File: src/rtl/serial_adder_pkg.sv
// -----------------------------------------------------------------------------
// serial_adder_pkg
// Shared types and constants for the bit-serial adder.
//   sa_state_t       : controller states (IDLE, RUN, DONE)
//   SA_DEFAULT_WIDTH : default operand/result width
// Optional feature macro used by the users of this package: SERIAL_ADDER_OVF_EN
// -----------------------------------------------------------------------------
package serial_adder_pkg;

  localparam int SA_DEFAULT_WIDTH = 8;

  typedef enum logic [1:0] {
    IDLE = 2'b00,
    RUN  = 2'b01,
    DONE = 2'b10
  } sa_state_t;

endpackage : serial_adder_pkg

File: src/rtl/serial_adder_if.sv
// -----------------------------------------------------------------------------
// serial_adder_if
// Request/result bundle between a requester (master) and the serial adder
// (slave).
//   start      : request strobe, sampled by the adder only in IDLE or DONE
//   a, b, cin  : operands and carry-in, captured on an accepted start
//   busy       : adder is processing bits
//   done       : one-cycle pulse, result valid
//   sum, cout  : result and final carry-out, held until the next result
//   ovf        : signed overflow (only with SERIAL_ADDER_OVF_EN defined)
// -----------------------------------------------------------------------------
interface serial_adder_if
  import serial_adder_pkg::*;
#(
  parameter int WIDTH = SA_DEFAULT_WIDTH
);

  logic             start;
  logic [WIDTH-1:0] a;
  logic [WIDTH-1:0] b;
  logic             cin;
  logic             busy;
  logic             done;
  logic [WIDTH-1:0] sum;
  logic             cout;
`ifdef SERIAL_ADDER_OVF_EN
  logic             ovf;
`endif

  modport master (
    output start, a, b, cin,
`ifdef SERIAL_ADDER_OVF_EN
    input  ovf,
`endif
    input  busy, done, sum, cout
  );

  modport slave (
    input  start, a, b, cin,
`ifdef SERIAL_ADDER_OVF_EN
    output ovf,
`endif
    output busy, done, sum, cout
  );

endinterface : serial_adder_if

File: src/rtl/serial_adder_full_adder.sv
// -----------------------------------------------------------------------------
// fullAdder
// The existing 1-bit full adder cell, purely combinational.
//   A, B : operand bits
//   Cin  : carry in
//   S    : sum bit
//   Cout : carry out
// -----------------------------------------------------------------------------
module fullAdder (
  input  logic A,
  input  logic B,
  input  logic Cin,
  output logic S,
  output logic Cout
);

  assign S    = A ^ B ^ Cin;
  assign Cout = (A & B) | (Cin & (A ^ B));

endmodule : fullAdder

File: src/rtl/serial_adder.sv
// -----------------------------------------------------------------------------
// serial_adder
// Bit-serial WIDTH-bit adder built around a single fullAdder cell. Operands
// are captured on an accepted start and fed to the cell LSB first, one bit
// pair per clock; the cell's carry-out is registered for the next bit and each
// sum bit is shifted into a result register. {cout,sum} = a + b + cin.
//   clk    : rising-edge clock
//   rst_n  : synchronous reset, active-low (wins over start)
//   bus    : serial_adder_if.slave (start/a/b/cin in; busy/done/sum/cout out)
// Optional: SERIAL_ADDER_OVF_EN adds a registered signed-overflow flag bus.ovf.
// All outputs come straight from flops.
// -----------------------------------------------------------------------------
module serial_adder
  import serial_adder_pkg::*;
#(
  parameter int WIDTH = SA_DEFAULT_WIDTH
) (
  input  logic           clk,
  input  logic           rst_n,
  serial_adder_if.slave  bus
);

  localparam int            CW       = $clog2(WIDTH);
  localparam logic [CW-1:0] LAST_BIT = CW'(WIDTH - 1);

  sa_state_t        state_q, state_d;
  logic [WIDTH-1:0] a_sh_q, a_sh_d;
  logic [WIDTH-1:0] b_sh_q, b_sh_d;
  logic             carry_q, carry_d;
  logic [CW-1:0]    cnt_q, cnt_d;
  logic [WIDTH-1:0] res_q, res_d;
  logic [WIDTH-1:0] sum_q, sum_d;
  logic             cout_q, cout_d;
  logic             busy_q, busy_d;
  logic             done_q, done_d;
`ifdef SERIAL_ADDER_OVF_EN
  logic             ovf_q, ovf_d;
`endif

  logic             fa_s_s;
  logic             fa_cout_s;
  logic             accept_s;
  logic             last_bit_s;
  logic [WIDTH-1:0] res_shifted_s;

  fullAdder u_fa (
    .A    (a_sh_q[0]),
    .B    (b_sh_q[0]),
    .Cin  (carry_q),
    .S    (fa_s_s),
    .Cout (fa_cout_s)
  );

  // start is honoured only when no operation is in flight
  assign accept_s      = ((state_q == IDLE) || (state_q == DONE)) && bus.start;
  assign last_bit_s    = (cnt_q == LAST_BIT);
  // the new sum bit enters at the MSB, so after WIDTH shifts bit 0 is at [0]
  assign res_shifted_s = {fa_s_s, res_q[WIDTH-1:1]};

  // Next-state and datapath update for the controller
  always_comb begin
    state_d = state_q;
    a_sh_d  = a_sh_q;
    b_sh_d  = b_sh_q;
    carry_d = carry_q;
    cnt_d   = cnt_q;
    res_d   = res_q;
    sum_d   = sum_q;
    cout_d  = cout_q;
    busy_d  = 1'b0;
    done_d  = 1'b0;
`ifdef SERIAL_ADDER_OVF_EN
    ovf_d   = ovf_q;
`endif

    case (state_q)
      IDLE, DONE: begin
        if (accept_s) begin
          state_d = RUN;
          a_sh_d  = bus.a;
          b_sh_d  = bus.b;
          carry_d = bus.cin;
          cnt_d   = {CW{1'b0}};
          busy_d  = 1'b1;
        end else begin
          state_d = IDLE;
        end
      end

      RUN: begin
        res_d   = res_shifted_s;
        carry_d = fa_cout_s;
        a_sh_d  = {1'b0, a_sh_q[WIDTH-1:1]};
        b_sh_d  = {1'b0, b_sh_q[WIDTH-1:1]};
        if (last_bit_s) begin
          // counter parked at zero instead of incrementing past WIDTH-1
          state_d = DONE;
          cnt_d   = {CW{1'b0}};
          sum_d   = res_shifted_s;
          cout_d  = fa_cout_s;
          done_d  = 1'b1;
`ifdef SERIAL_ADDER_OVF_EN
          // carry into the sign bit differs from carry out of it
          ovf_d   = carry_q ^ fa_cout_s;
`endif
        end else begin
          cnt_d   = cnt_q + 1'b1;
          busy_d  = 1'b1;
        end
      end

      default: begin
        state_d = IDLE;
      end
    endcase
  end

  // State, datapath and output registers with synchronous active-low reset
  always_ff @(posedge clk) begin
    if (!rst_n) begin
      state_q <= IDLE;
      a_sh_q  <= {WIDTH{1'b0}};
      b_sh_q  <= {WIDTH{1'b0}};
      carry_q <= 1'b0;
      cnt_q   <= {CW{1'b0}};
      res_q   <= {WIDTH{1'b0}};
      sum_q   <= {WIDTH{1'b0}};
      cout_q  <= 1'b0;
      busy_q  <= 1'b0;
      done_q  <= 1'b0;
`ifdef SERIAL_ADDER_OVF_EN
      ovf_q   <= 1'b0;
`endif
    end else begin
      state_q <= state_d;
      a_sh_q  <= a_sh_d;
      b_sh_q  <= b_sh_d;
      carry_q <= carry_d;
      cnt_q   <= cnt_d;
      res_q   <= res_d;
      sum_q   <= sum_d;
      cout_q  <= cout_d;
      busy_q  <= busy_d;
      done_q  <= done_d;
`ifdef SERIAL_ADDER_OVF_EN
      ovf_q   <= ovf_d;
`endif
    end
  end

  assign bus.busy = busy_q;
  assign bus.done = done_q;
  assign bus.sum  = sum_q;
  assign bus.cout = cout_q;
`ifdef SERIAL_ADDER_OVF_EN
  assign bus.ovf  = ovf_q;
`endif

endmodule : serial_adder

File: src/flat_wrapper.sv
// flat-port wrapper written by rule: the top's interface ports become plain ports
module serial_adder_flat import serial_adder_pkg::*;
#(
  parameter int WIDTH = SA_DEFAULT_WIDTH
)
  (clk, rst_n, bus_start, bus_a, bus_b, bus_cin, bus_busy, bus_done, bus_sum, bus_cout);
  serial_adder_if #(.WIDTH(WIDTH)) bus_i ();
  input  logic clk;
  input  logic rst_n;
  input wire logic [$bits(bus_i.start)-1:0] bus_start;
  input wire logic [$bits(bus_i.a)-1:0] bus_a;
  input wire logic [$bits(bus_i.b)-1:0] bus_b;
  input wire logic [$bits(bus_i.cin)-1:0] bus_cin;
  output wire logic [$bits(bus_i.busy)-1:0] bus_busy;
  output wire logic [$bits(bus_i.done)-1:0] bus_done;
  output wire logic [$bits(bus_i.sum)-1:0] bus_sum;
  output wire logic [$bits(bus_i.cout)-1:0] bus_cout;
  assign bus_i.start = bus_start;
  assign bus_i.a = bus_a;
  assign bus_i.b = bus_b;
  assign bus_i.cin = bus_cin;
  assign bus_busy = bus_i.busy;
  assign bus_done = bus_i.done;
  assign bus_sum = bus_i.sum;
  assign bus_cout = bus_i.cout;
  serial_adder #(.WIDTH(WIDTH)) u_core (.clk(clk), .rst_n(rst_n), .bus(bus_i));
endmodule
File: config.mk
export PLATFORM = sky130hd
export DESIGN_NAME = serial_adder_flat
export DESIGN_NICKNAME = d
export VERILOG_FILES = /design/src/rtl/serial_adder_pkg.sv /design/src/rtl/serial_adder_if.sv /design/src/rtl/serial_adder_full_adder.sv /design/src/rtl/serial_adder.sv /design/src/flat_wrapper.sv
export SDC_FILE = /design/constraint.sdc
export NUM_CORES = 1
export LEC_CHECK = 0
export BUFFER_PORTS_ARGS = -buffer_cell sky130_fd_sc_hd__buf_4
export CAP_MARGIN = 5
export CORE_ASPECT_RATIO = 0.75
export CORE_MARGIN = 10
export CORE_UTILIZATION = 55
export CTS_CLUSTER_DIAMETER = 40
export CTS_CLUSTER_SIZE = 16
export DETAILED_ROUTE_END_ITERATION = 12
export PLACE_DENSITY = 0.79
export SYNTH_ARGS = -nofsm -noshare
export SYNTH_HDL_FRONTEND = slang
export SYNTH_SLANG_ARGS = --single-unit
File: constraint.sdc
create_clock -name clk -period 2.7 [get_ports clk]
set_clock_uncertainty 0.2 [all_clocks]
set_input_delay 0.27 -clock clk [delete_from_list [all_inputs] [get_ports clk]]
set_output_delay 0.27 -clock clk [all_outputs]
set_load 0.02 [all_outputs]
==> report_table.html, run 1 <==
<table>
<tr><th>Metric</th><th>Value</th></tr>
<tr><th colspan="2">Hold path</th></tr>
<tr><td>Hold depth</td><td>3</td></tr>
<tr><td>Terminating pin of the worst hold path</td><td>u_core.a_sh_q[7]</td></tr>
<tr><td>Min-Delay Startpoint</td><td>bus_a[7]</td></tr>
<tr><td>Path class of the lowest-slack min-delay path</td><td>input port to register</td></tr>
<tr><th colspan="2">Finish</th></tr>
<tr><td>Diodes inserted</td><td>0</td></tr>
<tr><td>Final core utilization</td><td>69.26%</td></tr>
<tr><td>Syn-to-layout area delta</td><td>16.10%</td></tr>
<tr><td>Register Area</td><td>800.8 µm²</td></tr>
<tr><td>Number of inserted filler cells in the final layout</td><td>234</td></tr>
<tr><td>Post-route insts no fill</td><td>237</td></tr>
<tr><td>Area used by multi-input combinational logic</td><td>709.4 µm²</td></tr>
<tr><td>Nets</td><td>223</td></tr>
<tr><td>Proportion of layout cells with a drive suffix above 1</td><td>18.91%</td></tr>
<tr><th colspan="2">Power</th></tr>
<tr><td>Largest vdd supply drop</td><td>0.0003992 V</td></tr>
<tr><td>Power density relative to cell area</td><td>622.2 mW/mm²</td></tr>
<tr><td>Design Power</td><td>0.001173 W</td></tr>
<tr><td>Static Leakage</td><td>0.7329 nW</td></tr>
<tr><th colspan="2">Synth</th></tr>
<tr><td>Netlist area before placement</td><td>0.001624 mm²</td></tr>
<tr><td>Post-synth top flop</td><td>sky130_fd_sc_hd__dfxtp_1</td></tr>
<tr><td>Unique cell type count in the Yosys netlist</td><td>23</td></tr>
<tr><td>Count of flip-flops with a built-in enable after synthesis</td><td>0</td></tr>
<tr><td>Share of flip-flops with an asynchronous set or reset after synthesis</td><td>0%</td></tr>
<tr><td>Share of the synthesized area in the top cell type</td><td>49.31%</td></tr>
<tr><td>Number of synthesis warnings</td><td>0</td></tr>
<tr><td>Cell taking the most area after synthesis</td><td>sky130_fd_sc_hd__dfxtp_1</td></tr>
<tr><td>Most numerous cell types in the synthesized netlist</td><td>sky130_fd_sc_hd__dfxtp_1 (40), sky130_fd_sc_hd__nand2_1 (27), sky130_fd_sc_hd__nor2_1 (15), sky130_fd_sc_hd__nor3_1 (15), sky130_fd_sc_hd__o221ai_1 (15)</td></tr>
<tr><td>Synth Net Count</td><td>200</td></tr>
<tr><td>Count of state elements after synthesis</td><td>40</td></tr>
<tr><td>Syn Area/Cell</td><td>9.175 µm²</td></tr>
<tr><td>Leading cell type by number of instances after synthesis</td><td>sky130_fd_sc_hd__dfxtp_1</td></tr>
<tr><td>Share of synthesized area occupied by flip-flops and latches</td><td>49.31%</td></tr>
<tr><td>Ranking of synthesized cells by area</td><td>sky130_fd_sc_hd__dfxtp_1 (49%), sky130_fd_sc_hd__o221ai_1 (8.1%), sky130_fd_sc_hd__nand2_1 (6.2%)</td></tr>
<tr><td>Instance count of the mapped netlist</td><td>177</td></tr>
<tr><th colspan="2">Worst setup path</th></tr>
<tr><td>Worst-path cell with the longest stage delay</td><td>sky130_fd_sc_hd__ha_1</td></tr>
<tr><td>Most frequent CP cell</td><td>sky130_fd_sc_hd__ha_1</td></tr>
<tr><td>Worst Path Max Fanout</td><td>14</td></tr>
<tr><td>R2R Path End</td><td>u_core.bus.sum[5]</td></tr>
<tr><td>Worst reg-to-reg setup slack</td><td>780 ps</td></tr>
<tr><td>Startpoint type of the worst setup path</td><td>register</td></tr>
<tr><td>Arr. time, crit path</td><td>1890 ps</td></tr>
<tr><td>Worst path cell trace</td><td>ha_1 &gt; ha_1 &gt; nand3b_1 &gt; nand2_1 &gt; a21boi_1</td></tr>
<tr><td>Endpoint type of the worst setup path</td><td>register</td></tr>
<tr><td>Depth of the most critical reg-to-reg path</td><td>5</td></tr>
<tr><td>Delay of the slowest critical-path stage</td><td>450 ps</td></tr>
<tr><td>Critical setup path kind</td><td>register to register</td></tr>
<tr><td>Critical register-to-register path startpoint</td><td>u_core.cnt_q[0]</td></tr>
<tr><td>Data required time of the worst path</td><td>2670 ps</td></tr>
<tr><th colspan="2">Clock network</th></tr>
<tr><td>Clock transition time at the flip-flop clock pins of the worst setup and hold paths</td><td>70 ps</td></tr>
<tr><td>Clock insertion delay at the later pin of the skew report</td><td>290 ps</td></tr>
<tr><td>Resized Gates After CTS</td><td>0</td></tr>
<tr><td>TritonCTS clock tree</td><td>yes</td></tr>
<tr><td>Number of buffers created by CTS</td><td>5</td></tr>
<tr><td>Hold buffer count at CTS</td><td>0</td></tr>
<tr><td>Number of sinks handled by clock tree synthesis</td><td>40</td></tr>
<tr><td>Number of buffers inserted by post-CTS setup repair</td><td>0</td></tr>
<tr><td>Max clock buf depth</td><td>2</td></tr>
<tr><td>Clock root cell</td><td>sky130_fd_sc_hd__clkbuf_8</td></tr>
<tr><td>Max H-tree Level</td><td>2</td></tr>
<tr><th colspan="2">STA</th></tr>
<tr><td>Remaining max-slew budget at the tightest pin</td><td>29.01%</td></tr>
<tr><td>Maximum clock frequency</td><td>0.5211 GHz</td></tr>
<tr><td>Actual transition at the worst max-transition pin</td><td>1065 ps</td></tr>
<tr><td>Final setup fails</td><td>0</td></tr>
<tr><td>RSZ-0062 raised after global routing</td><td>false</td></tr>
<tr><td>Final Max Tran Viols</td><td>0</td></tr>
<tr><td>Setup TNS</td><td>0 ps</td></tr>
<tr><td>Post-route fraction of the period consumed by the critical path</td><td>71.08%</td></tr>
<tr><td>Post-route minimum period</td><td>1919 ps</td></tr>
<tr><td>Final Hold Fails</td><td>0</td></tr>
<tr><th colspan="2">Placement</th></tr>
<tr><td>Final weighted congestion in routability-driven placement</td><td>0.7398</td></tr>
<tr><td>Detailed placer's ending HPWL</td><td>2.408 mm</td></tr>
<tr><td>Count of port buffers added during placement</td><td>30</td></tr>
<tr><td>Total placed cells including tap cells</td><td>229</td></tr>
<tr><th colspan="2">Floorplanning</th></tr>
<tr><td>Area of the die</td><td>0.005549 mm²</td></tr>
<tr><td>Die outline height</td><td>67.06 µm</td></tr>
<tr><td>I/O pin count</td><td>31</td></tr>
<tr><td>Row cnt</td><td>16</td></tr>
<tr><td>Initial standard-cell utilization of the core</td><td>59.65%</td></tr>
<tr><td>Area of the core</td><td>0.002723 mm²</td></tr>
<tr><td>Chip Width</td><td>82.75 µm</td></tr>
<tr><th colspan="2">GRT</th></tr>
<tr><td>Global-route wire length before repair</td><td>5.747 mm</td></tr>
<tr><td>Overall Global Routing Usage</td><td>12.98%</td></tr>
<tr><td>Pin count of the biggest net entering global routing</td><td>41</td></tr>
<tr><td>Vias in the first global route</td><td>1,301</td></tr>
<tr><td>Aggregate global routing overflow</td><td>0</td></tr>
<tr><td>Initial antenna violation count</td><td>0</td></tr>
<tr><th colspan="2">Drt</th></tr>
<tr><td>Detailed-routing iteration count for the pre-antenna-repair pass</td><td>5</td></tr>
<tr><td>Iter 0 DRT Violations</td><td>100</td></tr>
<tr><td>Vias per cell</td><td>5.772</td></tr>
<tr><td>Routed vias</td><td>1,368</td></tr>
<tr><td>Final wirelength</td><td>3.493 mm</td></tr>
<tr><td>Number of routed nets with antenna violations</td><td>0</td></tr>
<tr><td># DRC</td><td>0</td></tr>
<tr><td>Drt wl/cell</td><td>14.74 µm</td></tr>
<tr><th colspan="2">Status</th></tr>
<tr><td>Result of the run</td><td>finished, final reports clean</td></tr>
<tr><th colspan="2">Flow run</th></tr>
<tr><td>Count of max-cap constraint violations</td><td>0</td></tr>
</table>
## final cells by class
class | count | share of cell area, %
Tap cell | 36 | 2.389
Multi-Input combinational cell | 121 | 37.62
Clock buffer | 8 | 4.778
Sequential cell | 40 | 42.47
Timing Repair Buffer | 32 | 12.74
## where the power goes
group	switching, W	internal [W]	total, W
combinational	0.0000743	0.0000620	0.000136
clock	0.000188	0.000208	0.000396
sequential	0.0000195	0.000622	0.000641
## worst max-delay path, delay by kind of cell (launching register included)
family | cells | cell delay (ps)
DFF | 1 | 360
adders and majority gates | 2 | 620
AOI/OAI and AO/OA | 1 | 90
and+or+nand+nor | 2 | 530
## cell families after synthesis
family	synth area share (%)
simple gates	22.88
flops	49.31
compound gates	18.03
buf+inv	7.010
fa+ha+maj	2.773
## registers in the layout, summed over array words and instances, names as in the netlist
| name | cells |
|---|---|
| u_core.bus.cout | 1 |
| u_core.bus.busy | 1 |
| u_core.cnt_q | 3 |
| u_core.bus.sum | 8 |
| u_core.bus.done | 1 |
| u_core.res_q | 7 |
| u_core.b_sh_q | 8 |
| u_core.a_sh_q | 8 |
| u_core.carry_q | 1 |
| u_core.state_q | 2 |
## how the worst max path moves through the flow
stage / startpoint / endpoint / slack, ps / depth (start not counted)
6_report: u_core.cnt_q[0] / u_core.bus.sum[5] / 780 / 5
5_1_grt: u_core.state_q[1] / u_core.bus.busy / 670 / 3
4_1_cts: u_core.cnt_q[0] / u_core.bus.sum[2] / 840 / 5
3_5_place_dp: u_core.cnt_q[0] / u_core.bus.sum[2] / 850 / 5
3_3_place_gp: u_core.state_q[1] / u_core.bus.busy / 940 / 3
2_1_floorplan: u_core.cnt_q[0] / u_core.bus.sum[0] / 1290 / 5
## cell usage in the layout (no fill, tap or decap)
| cell | instances |
|---|---|
| sky130_fd_sc_hd__dfxtp_1 | 40 |
| sky130_fd_sc_hd__buf_4 | 32 |
| sky130_fd_sc_hd__nand2_1 | 27 |
| sky130_fd_sc_hd__o221ai_1 | 15 |
| sky130_fd_sc_hd__nor3_1 | 15 |
| sky130_fd_sc_hd__nor2_1 | 15 |
| sky130_fd_sc_hd__nand3_1 | 13 |
| sky130_fd_sc_hd__a21boi_1 | 13 |
| sky130_fd_sc_hd__a21boi_0 | 7 |
| sky130_fd_sc_hd__clkbuf_8 | 6 |
| sky130_fd_sc_hd__nand2b_1 | 2 |
| sky130_fd_sc_hd__nor2b_1 | 2 |
| sky130_fd_sc_hd__and2_1 | 2 |
| sky130_fd_sc_hd__and3_1 | 2 |
| sky130_fd_sc_hd__ha_1 | 2 |
| sky130_fd_sc_hd__clkbuf_1 | 2 |
| sky130_fd_sc_hd__and2b_1 | 1 |
| sky130_fd_sc_hd__o21ai_1 | 1 |
| sky130_fd_sc_hd__nand3b_1 | 1 |
| sky130_fd_sc_hd__nor4b_1 | 1 |
| sky130_fd_sc_hd__a31oi_1 | 1 |
| sky130_fd_sc_hd__fa_1 | 1 |
## routing by layer
| layer | vias to the layer above | global-route usage [%] | part of all wire, % |
|---|---|---|---|
| li1 | 668 | - | - |
| met1 | 648 | 15.68 | 44 |
| met2 | 49 | 20.77 | 46 |
| met3 | 3 | 5.496 | 9.4 |
| met4 | 0 | 3.125 | 0.63 |
| met5 | - | 0 | 0 |
## stage by stage
stage,area [µm²],hold WS [ps],setup WS [ps]
after detailed placement,1795,259.1,851.3
after floorplan,1624,214.9,1292
after global placement,1795,249.0,938.2
after CTS,1886,39.37,837.7
after global routing,1886,56.63,666.6
final,1886,39.45,780.8
(Power assumes the default switching activity.)
==> run 2: changes to the inputs <==
--- a/config.mk
+++ b/config.mk
@@ -5,15 +5,16 @@
 export SDC_FILE = /design/constraint.sdc
 export NUM_CORES = 1
 export LEC_CHECK = 0
+export ABC_AREA = 1
 export BUFFER_PORTS_ARGS = -buffer_cell sky130_fd_sc_hd__buf_4
 export CAP_MARGIN = 5
 export CORE_ASPECT_RATIO = 0.75
 export CORE_MARGIN = 10
-export CORE_UTILIZATION = 55
+export CORE_UTILIZATION = 54
 export CTS_CLUSTER_DIAMETER = 40
 export CTS_CLUSTER_SIZE = 16
 export DETAILED_ROUTE_END_ITERATION = 12
-export PLACE_DENSITY = 0.79
+export PLACE_DENSITY = 0.77
 export SYNTH_ARGS = -nofsm -noshare
 export SYNTH_HDL_FRONTEND = slang
 export SYNTH_SLANG_ARGS = --single-unit
==> constraint.sdc (replaced) <==
create_clock -name clk -period 1.79 [get_ports clk]
set_clock_uncertainty 0.2 [all_clocks]
set_input_delay 0.179 -clock clk [delete_from_list [all_inputs] [get_ports clk]]
set_output_delay 0.179 -clock clk [all_outputs]
set_load 0.02 [all_outputs]
==> run 2 against run 1 <==
Sequential power increased by 52%. Flip-flop and latch count unchanged. Clock-buffer cell count decreased by 3. Sequential share of layout area decreased by 7.4 points. Combinational power increased by 130%. Final area increased by 21%. Final cell count increased by 41%. First-iteration DRC count increased by 3.0%. Global-route usage increased by 0.43 points. Hold slack improved by 65 ps. Via count increased by 16%. Utilization increased by 5.3 points. Critical path type unchanged. Critical endpoint unchanged. Largest cell class unchanged.
==> report_table.html, run 2 <==
<table>
<tr><th>Metric</th><th>Value</th></tr>
<tr><th colspan="2">Synth</th></tr>
<tr><td>Share of the synthesized area in the top cell type</td><td>44.88% (-4.4 points)</td></tr>
<tr><td>Share of flip-flops with an asynchronous set or reset after synthesis</td><td>0% (unchanged)</td></tr>
<tr><td>Netlist area before placement</td><td>0.001784 mm² (+9.9%)</td></tr>
<tr><td>Most numerous cell types in the synthesized netlist</td><td>sky130_fd_sc_hd__nand2_1 (49), sky130_fd_sc_hd__nand3_1 (41), sky130_fd_sc_hd__nor2_1 (41), sky130_fd_sc_hd__dfxtp_1 (40), sky130_fd_sc_hd__inv_1 (25)</td></tr>
<tr><td>Post-synth top flop</td><td>sky130_fd_sc_hd__dfxtp_1</td></tr>
<tr><td>Count of flip-flops with a built-in enable after synthesis</td><td>0 (unchanged)</td></tr>
<tr><td>Cell taking the most area after synthesis</td><td>sky130_fd_sc_hd__dfxtp_1</td></tr>
<tr><td>Share of synthesized area occupied by flip-flops and latches</td><td>44.88% (-4.4 points)</td></tr>
<tr><td>Synth Net Count</td><td>275 (+38%)</td></tr>
<tr><td>Count of state elements after synthesis</td><td>40 (unchanged)</td></tr>
<tr><td>Instance count of the mapped netlist</td><td>252 (+42%)</td></tr>
<tr><td>Number of synthesis warnings</td><td>0 (unchanged)</td></tr>
<tr><td>Unique cell type count in the Yosys netlist</td><td>21 (-8.7%)</td></tr>
<tr><td>Syn Area/Cell</td><td>7.080 µm² (-23%)</td></tr>
<tr><td>Leading cell type by number of instances after synthesis</td><td>sky130_fd_sc_hd__nand2_1</td></tr>
<tr><td>Ranking of synthesized cells by area</td><td>sky130_fd_sc_hd__dfxtp_1 (45%), sky130_fd_sc_hd__nand3_1 (12%), sky130_fd_sc_hd__nand2_1 (10%)</td></tr>
<tr><th colspan="2">Drt</th></tr>
<tr><td>Number of routed nets with antenna violations</td><td>0 (unchanged)</td></tr>
<tr><td># DRC</td><td>0 (unchanged)</td></tr>
<tr><td>Detailed-routing iteration count for the pre-antenna-repair pass</td><td>4 (-1)</td></tr>
<tr><td>Routed vias</td><td>1,592 (+16%)</td></tr>
<tr><td>Iter 0 DRT Violations</td><td>103 (+3.0%)</td></tr>
<tr><td>Drt wl/cell</td><td>11.61 µm (-21%)</td></tr>
<tr><td>Vias per cell</td><td>4.752 (-18%)</td></tr>
<tr><td>Final wirelength</td><td>3.888 mm (+11%)</td></tr>
<tr><th colspan="2">Placement</th></tr>
<tr><td>Placement Cell Area</td><td>0.002002 mm² (+11%)</td></tr>
<tr><td>Final weighted congestion in routability-driven placement</td><td>0.7703 (+4.1%)</td></tr>
<tr><td>Count of port buffers added during placement</td><td>30 (unchanged)</td></tr>
<tr><td>Detailed placer's ending HPWL</td><td>2.396 mm (-0.51%)</td></tr>
<tr><th colspan="2">Floorplanning</th></tr>
<tr><td>Area of the core</td><td>0.003063 mm² (+13%)</td></tr>
<tr><td>Chip Width</td><td>86.38 µm (+4.4%)</td></tr>
<tr><td>Row cnt</td><td>17 (+1)</td></tr>
<tr><td>Area of the die</td><td>0.006027 mm² (+8.6%)</td></tr>
<tr><td>I/O pin count</td><td>31 (unchanged)</td></tr>
<tr><td>Initial standard-cell utilization of the core</td><td>58.25% (-1.4 points)</td></tr>
<tr><td>Die outline height</td><td>69.78 µm (+4.1%)</td></tr>
<tr><th colspan="2">Worst setup path</th></tr>
<tr><td>Cell family with the largest share of critical-path delay</td><td>adder cells</td></tr>
<tr><td>Data required time of the worst path</td><td>1830 ps (-840 ps)</td></tr>
<tr><td>Depth of the most critical reg-to-reg path</td><td>6 (+1)</td></tr>
<tr><td>Critical setup path kind</td><td>register to register</td></tr>
<tr><td>Worst-path cell with the longest stage delay</td><td>sky130_fd_sc_hd__dfxtp_1</td></tr>
<tr><td>Worst path cell trace</td><td>ha_1 &gt; ha_1 &gt; nand3_2 &gt; inv_2 &gt; nand2_1 &gt; nand2_1</td></tr>
<tr><td>Worst Path Max Fanout</td><td>7 (-7)</td></tr>
<tr><td>Beginning of the critical path</td><td>u_core.cnt_q[0]</td></tr>
<tr><td>Arr. time, crit path</td><td>1530 ps (-360 ps)</td></tr>
<tr><td>Total number of cells along the worst setup path</td><td>6 (+1)</td></tr>
<tr><td>Startpoint type of the worst setup path</td><td>register</td></tr>
<tr><td>Critical register-to-register path startpoint</td><td>u_core.cnt_q[0]</td></tr>
<tr><td>Delay of the slowest critical-path stage</td><td>360 ps (-90 ps)</td></tr>
<tr><td>Critical path buffer and inverter count</td><td>1 (+1)</td></tr>
<tr><td>Endpoint type of the worst setup path</td><td>register</td></tr>
<tr><th colspan="2">Finish</th></tr>
<tr><td>Syn-to-layout area delta</td><td>27.98%</td></tr>
<tr><td>Design Area, Final</td><td>0.002283 mm² (+21%)</td></tr>
<tr><td>Nets</td><td>319 (+43%)</td></tr>
<tr><td>Proportion of layout cells with a drive suffix above 1</td><td>16.50% (-2.4 points)</td></tr>
<tr><td>Top library cells by usage in the layout, fill and taps aside</td><td>sky130_fd_sc_hd__nand2_1 (49), sky130_fd_sc_hd__nor2_1 (41), sky130_fd_sc_hd__nand3_1 (41), sky130_fd_sc_hd__dfxtp_1 (40), sky130_fd_sc_hd__buf_4 (32)</td></tr>
<tr><td>Diodes inserted</td><td>0 (unchanged)</td></tr>
<tr><td>Most common cell after layout, fill and taps aside</td><td>sky130_fd_sc_hd__nand2_1</td></tr>
<tr><th colspan="2">GRT</th></tr>
<tr><td>Pin count of the biggest net entering global routing</td><td>39 (-4.9%)</td></tr>
<tr><td>Aggregate global routing overflow</td><td>0 (unchanged)</td></tr>
<tr><td>Vias in the first global route</td><td>1,581 (+22%)</td></tr>
<tr><td>Initial antenna violation count</td><td>0 (unchanged)</td></tr>
<tr><td>Global-route wire length before repair</td><td>6.900 mm (+20%)</td></tr>
<tr><td>Overall Global Routing Usage</td><td>13.41% (+0.43 points)</td></tr>
<tr><th colspan="2">Power</th></tr>
<tr><td>Power density relative to cell area</td><td>880.8 mW/mm² (+42%)</td></tr>
<tr><td>Static Leakage</td><td>1.111 nW (+52%)</td></tr>
<tr><td>Largest vdd supply drop</td><td>0.0005897 V (+48%)</td></tr>
<tr><th colspan="2">STA</th></tr>
<tr><td>Post-route minimum period</td><td>1494 ps (-424.9 ps)</td></tr>
<tr><td>Actual transition at the worst max-transition pin</td><td>324.1 ps (-740.7 ps)</td></tr>
<tr><td>Final Max Tran Viols</td><td>0 (unchanged)</td></tr>
<tr><td>Maximum clock frequency</td><td>0.6692 GHz (+28%)</td></tr>
<tr><td>Final Hold Fails</td><td>0 (unchanged)</td></tr>
<tr><td>Remaining max-slew budget at the tightest pin</td><td>78.34% (+49 points)</td></tr>
<tr><td>Final setup fails</td><td>0 (unchanged)</td></tr>
<tr><td>Setup TNS</td><td>0 ps (unchanged)</td></tr>
<tr><td>Post-route fraction of the period consumed by the critical path</td><td>83.48% (+12 points)</td></tr>
<tr><td>RSZ-0062 raised after global routing</td><td>false</td></tr>
<tr><th colspan="2">Clock network</th></tr>
<tr><td>Clock root cell</td><td>sky130_fd_sc_hd__clkbuf_8</td></tr>
<tr><td>Number of buffers inserted by post-CTS setup repair</td><td>0 (unchanged)</td></tr>
<tr><td>Resized Gates After CTS</td><td>0 (unchanged)</td></tr>
<tr><td>Clock insertion delay at the later pin of the skew report</td><td>280 ps (about the same)</td></tr>
<tr><td>Number of buffers created by CTS</td><td>5 (unchanged)</td></tr>
<tr><td>Max H-tree Level</td><td>2 (unchanged)</td></tr>
<tr><td>Number of sinks handled by clock tree synthesis</td><td>40 (unchanged)</td></tr>
<tr><td>Max clock buf depth</td><td>2 (unchanged)</td></tr>
<tr><td>TritonCTS clock tree</td><td>yes</td></tr>
<tr><td>Clock transition time at the flip-flop clock pins of the worst setup and hold paths</td><td>80 ps (about the same)</td></tr>
<tr><th colspan="2">Status</th></tr>
<tr><td>Result of the run</td><td>finished, final reports clean</td></tr>
<tr><th colspan="2">Hold path</th></tr>
<tr><td>Path class of the lowest-slack min-delay path</td><td>input port to register</td></tr>
<tr><td>Min-Delay Startpoint</td><td>rst_n</td></tr>
<tr><td>Hold depth</td><td>3 (unchanged)</td></tr>
<tr><th colspan="2">Flow run</th></tr>
<tr><td>Count of max-cap constraint violations</td><td>0 (unchanged)</td></tr>
</table>
run 2: power breakdown:
part           switching, W  internal, W
Clock              0.000309     0.000412
Combinational      0.000173     0.000143
Sequential        0.0000260     0.000947
Total              0.000508      0.00150
run 2: tightest hold or removal path: stages:
cell and delay (ps):
sky130_fd_sc_hd__buf_4 220, sky130_fd_sc_hd__o21ai_1 110, sky130_fd_sc_hd__nor2_1 40
run 2: cell type report:
| type | count | area [µm²] |
|---|---|---|
| inverter | 38 | 142.6 |
| tap | 38 | 47.55 |
| clock buffer | 5 | 68.82 |
| multi-input combinational | 161 | 750.7 |
| timing repair buffer | 50 | 430.4 |
| fill | 244 | 779.5 |
| sequential | 40 | 800.8 |
| clock inverter | 3 | 42.54 |
run 2: metal layers:
layer | vias up | routed length (µm) | track usage, %
li1 | 866 | - | -
met1 | 677 | 1847 | 17.23
met2 | 47 | 1732 | 20.41
met3 | 2 | 282 | 4.215
met4 | 0 | 25 | 4.635
met5 | - | 0 | 0
run 2: worst paths after layout:
path | to | slack [ps]
setup / recovery | u_core.bus.sum[5] | 300
hold / removal | u_core.res_q[5] | 100
setup reg to reg | u_core.bus.sum[5] | 300
hold reg to reg | u_core.bus.sum[0] | 270
run 2: cell families (layout without fill, tap and decap cells):
group / after synthesis / in the layout / synth area share (%)
AO/OA/AOI/OAI: 19 / 19 / 5.330
buffers and inverters: 51 / 96 / 13.04
adder cells (fa/ha/maj): 3 / 3 / 2.524
AND/OR/NAND/NOR: 139 / 139 / 34.22
flip-flops: 40 / 40 / 44.88
run 2: what timing repair did:
| action | 4_1_cts | 5_1_grt |
|---|---|---|
| endpoints found under the hold margin | 17 | 0 |
| hold buffers | 17 | 0 |
| setup endpoints to repair | 0 | 0 |
run 2: per-stage QoR:
stage	utilization [%]	cells	total power [W]	hold slack (ps)	setup WS, ps
global placement	65.36	310	0.001274	200.6	381.9
floorplan	-	252	0.001211	113.9	464.7
global route	74.55	335	0.002121	117.0	183.4
detailed placement	65.36	310	0.001277	206.8	325.1
CTS	74.55	335	0.002024	99.82	303.4
finish	74.55	335	0.002011	104.4	295.7
==> run 3: changes to the inputs <==
--- a/config.mk
+++ b/config.mk
@@ -10,11 +10,11 @@
 export CAP_MARGIN = 5
 export CORE_ASPECT_RATIO = 0.75
 export CORE_MARGIN = 10
-export CORE_UTILIZATION = 54
+export CORE_UTILIZATION = 49
 export CTS_CLUSTER_DIAMETER = 40
 export CTS_CLUSTER_SIZE = 16
 export DETAILED_ROUTE_END_ITERATION = 12
-export PLACE_DENSITY = 0.77
+export PLACE_DENSITY = 0.74
 export SYNTH_ARGS = -nofsm -noshare
 export SYNTH_HDL_FRONTEND = slang
 export SYNTH_SLANG_ARGS = --single-unit
==> constraint.sdc (replaced) <==
create_clock -name clk -period 1.3 [get_ports clk]
set_clock_uncertainty 0.2 [all_clocks]
set_input_delay 0.13 -clock clk [delete_from_list [all_inputs] [get_ports clk]]
set_output_delay 0.13 -clock clk [all_outputs]
set_load 0.02 [all_outputs]
==> run 3 against run 2 <==
The run now ends with negative setup slack left. Register-to-register slack worse by 340 ps. Die area up 7.5%. Sequential power is 39% higher. Critical endpoint is now u_core.res_q[7]. Largest cell class is now multi-input combinational cells. Largest power group unchanged.
==> report_table.html, run 3 (same netlist as run 2, synthesis figures left out) <==
<table>
<tr><th>Metric</th><th>Value</th></tr>
<tr><th colspan="2">STA</th></tr>
<tr><td>Final setup fails</td><td>7 (+7)</td></tr>
<tr><td>Actual transition at the worst max-transition pin</td><td>298.3 ps (-25.79 ps)</td></tr>
<tr><td>Post-route fraction of the period consumed by the critical path</td><td>103.5% (+20 points)</td></tr>
<tr><td>Remaining max-slew budget at the tightest pin</td><td>80.09% (+1.7 points)</td></tr>
<tr><td>Final Hold Fails</td><td>0 (unchanged)</td></tr>
<tr><td>RSZ-0062 raised after global routing</td><td>true</td></tr>
<tr><td>Min setup slack post-route</td><td>-45.88 ps (-341.6 ps)</td></tr>
<tr><td>Final Max Tran Viols</td><td>0 (unchanged)</td></tr>
<tr><td>Setup TNS</td><td>-165.0 ps (-165.0 ps)</td></tr>
<tr><td>Post-route minimum period</td><td>1346 ps (-148.4 ps)</td></tr>
<tr><td>Maximum clock frequency</td><td>0.7430 GHz (+11%)</td></tr>
<tr><th colspan="2">Drt</th></tr>
<tr><td>Iter 0 DRT Violations</td><td>114 (+11%)</td></tr>
<tr><td># DRC</td><td>0 (unchanged)</td></tr>
<tr><td>Vias per cell</td><td>4.801 (+1.0%)</td></tr>
<tr><td>Routed vias</td><td>1,733 (+8.9%)</td></tr>
<tr><td>Number of routed nets with antenna violations</td><td>0 (unchanged)</td></tr>
<tr><td>Detailed-routing iteration count for the pre-antenna-repair pass</td><td>4 (unchanged)</td></tr>
<tr><td>Drt wl/cell</td><td>13.37 µm (+15%)</td></tr>
<tr><td>Final wirelength</td><td>4.827 mm (+24%)</td></tr>
<tr><th colspan="2">Worst setup path</th></tr>
<tr><td>Worst Path Max Fanout</td><td>2 (-5)</td></tr>
<tr><td>Data required time of the worst path</td><td>1340 ps (-490 ps)</td></tr>
<tr><td>R2R Path End</td><td>u_core.res_q[7]</td></tr>
<tr><td>Worst reg-to-reg setup slack</td><td>-50 ps (-340 ps)</td></tr>
<tr><td>Arr. time, crit path</td><td>1390 ps (-140 ps)</td></tr>
<tr><td>Critical setup path kind</td><td>register to register</td></tr>
<tr><td>Depth of the most critical reg-to-reg path</td><td>3 (-3)</td></tr>
<tr><td>Endpoint type of the worst setup path</td><td>register</td></tr>
<tr><td>Startpoint type of the worst setup path</td><td>register</td></tr>
<tr><td>Critical register-to-register path startpoint</td><td>u_core.a_sh_q[0]</td></tr>
<tr><th colspan="2">Clock network</th></tr>
<tr><td>Clock insertion delay at the later pin of the skew report</td><td>300 ps (+20 ps)</td></tr>
<tr><td>Number of sinks handled by clock tree synthesis</td><td>40 (unchanged)</td></tr>
<tr><td>Number of buffers created by CTS</td><td>5 (unchanged)</td></tr>
<tr><td>TritonCTS clock tree</td><td>yes</td></tr>
<tr><td>Max H-tree Level</td><td>2 (unchanged)</td></tr>
<tr><td>Max clock buf depth</td><td>2 (unchanged)</td></tr>
<tr><td>Clock transition time at the flip-flop clock pins of the worst setup and hold paths</td><td>80 ps (about the same)</td></tr>
<tr><td>Clock root cell</td><td>sky130_fd_sc_hd__clkbuf_8</td></tr>
<tr><th colspan="2">Finish</th></tr>
<tr><td>Diodes inserted</td><td>0 (unchanged)</td></tr>
<tr><td>Syn-to-layout area delta</td><td>44.39%</td></tr>
<tr><td>Nets</td><td>333 (+4.4%)</td></tr>
<tr><td>Proportion of layout cells with a drive suffix above 1</td><td>27.97% (+11 points)</td></tr>
<tr><td>Number of inserted filler cells in the final layout</td><td>246 (+0.82%)</td></tr>
<tr><td>Most common cell after layout, fill and taps aside</td><td>sky130_fd_sc_hd__nand2_1</td></tr>
<tr><td>Top library cells by usage in the layout, fill and taps aside</td><td>sky130_fd_sc_hd__nand2_1 (42), sky130_fd_sc_hd__nor2_1 (40), sky130_fd_sc_hd__nand3_1 (38), sky130_fd_sc_hd__buf_4 (38), sky130_fd_sc_hd__dfxtp_1 (34)</td></tr>
<tr><td>Design Area, Final</td><td>0.002576 mm² (+13%)</td></tr>
<tr><th colspan="2">Power</th></tr>
<tr><td>Sw Share</td><td>27.80% (+2.5 points)</td></tr>
<tr><td>Largest vdd supply drop</td><td>0.0006626 V (+12%)</td></tr>
<tr><td>Static Leakage</td><td>1.208 nW (+8.7%)</td></tr>
<tr><td>Sequential Power Share</td><td>48.9% (+0.5 points)</td></tr>
<tr><td>Cell internal pwr</td><td>0.001999 W (+33%)</td></tr>
<tr><td>Power density relative to cell area</td><td>1075 mW/mm² (+22%)</td></tr>
<tr><td>Net Switching</td><td>0.0007695 W (+51%)</td></tr>
<tr><td>Combinational power share</td><td>20.2% (+4.5 points)</td></tr>
<tr><td>Proportion of power drawn by the clock network</td><td>31.0% (-4.9 points)</td></tr>
<tr><th colspan="2">Floorplanning</th></tr>
<tr><td>Chip Width</td><td>89.68 µm (+3.8%)</td></tr>
<tr><td>Area of the die</td><td>0.006480 mm² (+7.5%)</td></tr>
<tr><td>Die outline height</td><td>72.26 µm (+3.6%)</td></tr>
<tr><td>Initial standard-cell utilization of the core</td><td>52.47% (-5.8 points)</td></tr>
<tr><td>Row cnt</td><td>18 (+1)</td></tr>
<tr><td>I/O pin count</td><td>31 (unchanged)</td></tr>
<tr><td>Area of the core</td><td>0.003401 mm² (+11%)</td></tr>
<tr><th colspan="2">GRT</th></tr>
<tr><td>Aggregate global routing overflow</td><td>0 (unchanged)</td></tr>
<tr><td>Overall Global Routing Usage</td><td>12.55% (-0.86 points)</td></tr>
<tr><td>Initial antenna violation count</td><td>0 (unchanged)</td></tr>
<tr><td>Global-route wire length before repair</td><td>6.479 mm (-6.1%)</td></tr>
<tr><td>Vias in the first global route</td><td>1,495 (-5.4%)</td></tr>
<tr><td>Pin count of the biggest net entering global routing</td><td>39 (unchanged)</td></tr>
<tr><th colspan="2">Hold path</th></tr>
<tr><td>Min-Delay Startpoint</td><td>bus_start</td></tr>
<tr><td>Path class of the lowest-slack min-delay path</td><td>input port to register</td></tr>
<tr><td>Terminating pin of the worst hold path</td><td>u_core.b_sh_q[7]</td></tr>
<tr><td>Hold depth</td><td>5 (+2)</td></tr>
<tr><th colspan="2">Placement</th></tr>
<tr><td>Detailed placer's ending HPWL</td><td>2.482 mm (+3.6%)</td></tr>
<tr><td>Pre-CTS WS</td><td>-106.2 ps (-431.3 ps)</td></tr>
<tr><td>Placement Cell Area</td><td>0.002085 mm² (+4.1%)</td></tr>
<tr><td>Count of port buffers added during placement</td><td>30 (unchanged)</td></tr>
<tr><td>Final weighted congestion in routability-driven placement</td><td>0.7499 (-2.6%)</td></tr>
<tr><th colspan="2">Status</th></tr>
<tr><td>Result of the run</td><td>finished with violations</td></tr>
<tr><td>Failing checks</td><td>negative setup slack</td></tr>
<tr><th colspan="2">Flow run</th></tr>
<tr><td>Count of max-cap constraint violations</td><td>0 (unchanged)</td></tr>
</table>
run 3: area by class of cell:
class | count | area (µm²) | share of cell area, %
timing repair buffer | 64 | 603.1 | 23.41
multi-input combinational | 161 | 854.6 | 33.17
inverter | 38 | 152.6 | 5.925
clock buffer | 6 | 82.58 | 3.205
sequential | 40 | 810.8 | 31.47
tap | 50 | 62.56 | 2.428
clock inverter | 2 | 10.01 | 0.3885
run 3: power by group through the flow:
| stage | registers (W) | clock network, W | logic [W] |
|---|---|---|---|
| after global routing | 0.00136 | 0.000933 | 0.000619 |
| after detailed placement | 0.00137 | 0 | 0.000419 |
| final | 0.00135 | 0.000857 | 0.000559 |
| after CTS | 0.00134 | 0.000862 | 0.000469 |
| after floorplan | 0.00136 | 0 | 0.000306 |
| after global placement | 0.00137 | 0 | 0.000417 |
run 3: worst max-delay path by stage:
stage | startpoint | end | cells past startpoint
final | u_core.a_sh_q[0] | u_core.res_q[7] | 3
after floorplan | u_core.cnt_q[0] | u_core.bus.sum[0] | 5
after global routing | u_core.state_q[0] | u_core.bus.busy | 6
after global placement | u_core.cnt_q[0] | u_core.bus.cout | 5
after CTS | u_core.carry_q | u_core.res_q[7] | 3
after detailed placement | u_core.cnt_q[1] | u_core.bus.sum[6] | 5
run 3: stage by stage:
step / instances / hold slack (ps) / total power [W] / utilization (%)
finish: 361 / 145.6 / 0.002768 / 75.75
global route: 361 / 170.6 / 0.002913 / 75.75
CTS: 355 / 113.9 / 0.002675 / 70.38
detailed placement: 329 / 155.9 / 0.001789 / 61.30
global placement: 329 / 150.4 / 0.001786 / 61.30
floorplan: 252 / 64.92 / 0.001669 / -
run 3: metal layers:
| layer | vias up | share of wire (%) | track usage [%] |
|---|---|---|---|
| met5 | - | 0 | 0 |
| met4 | 0 | 1.8 | 5.810 |
| met3 | 9 | 6.6 | 4.129 |
| met2 | 50 | 45 | 19.37 |
| met1 | 773 | 47 | 15.43 |
| li1 | 901 | - | - |
run 3: worst max-delay path, cell delays in order (launching register included):
cell and delay (ps):
sky130_fd_sc_hd__dfxtp_2 340, sky130_fd_sc_hd__fa_2 580, sky130_fd_sc_hd__o21ai_1 60, sky130_fd_sc_hd__a21oi_1 100
run 3: repair_timing:
| item | in CTS | in global routing |
|---|---|---|
| hold endpoints to repair | 18 | 0 |
| buffers inserted | 0 | 6 |
| resized for setup | 12 | 30 |
| cloned | 0 | 1 |
| hold buffers | 18 | 0 |
| pin swaps | 2 | 11 |
| endpoints found under the setup margin | 32 | 33 |
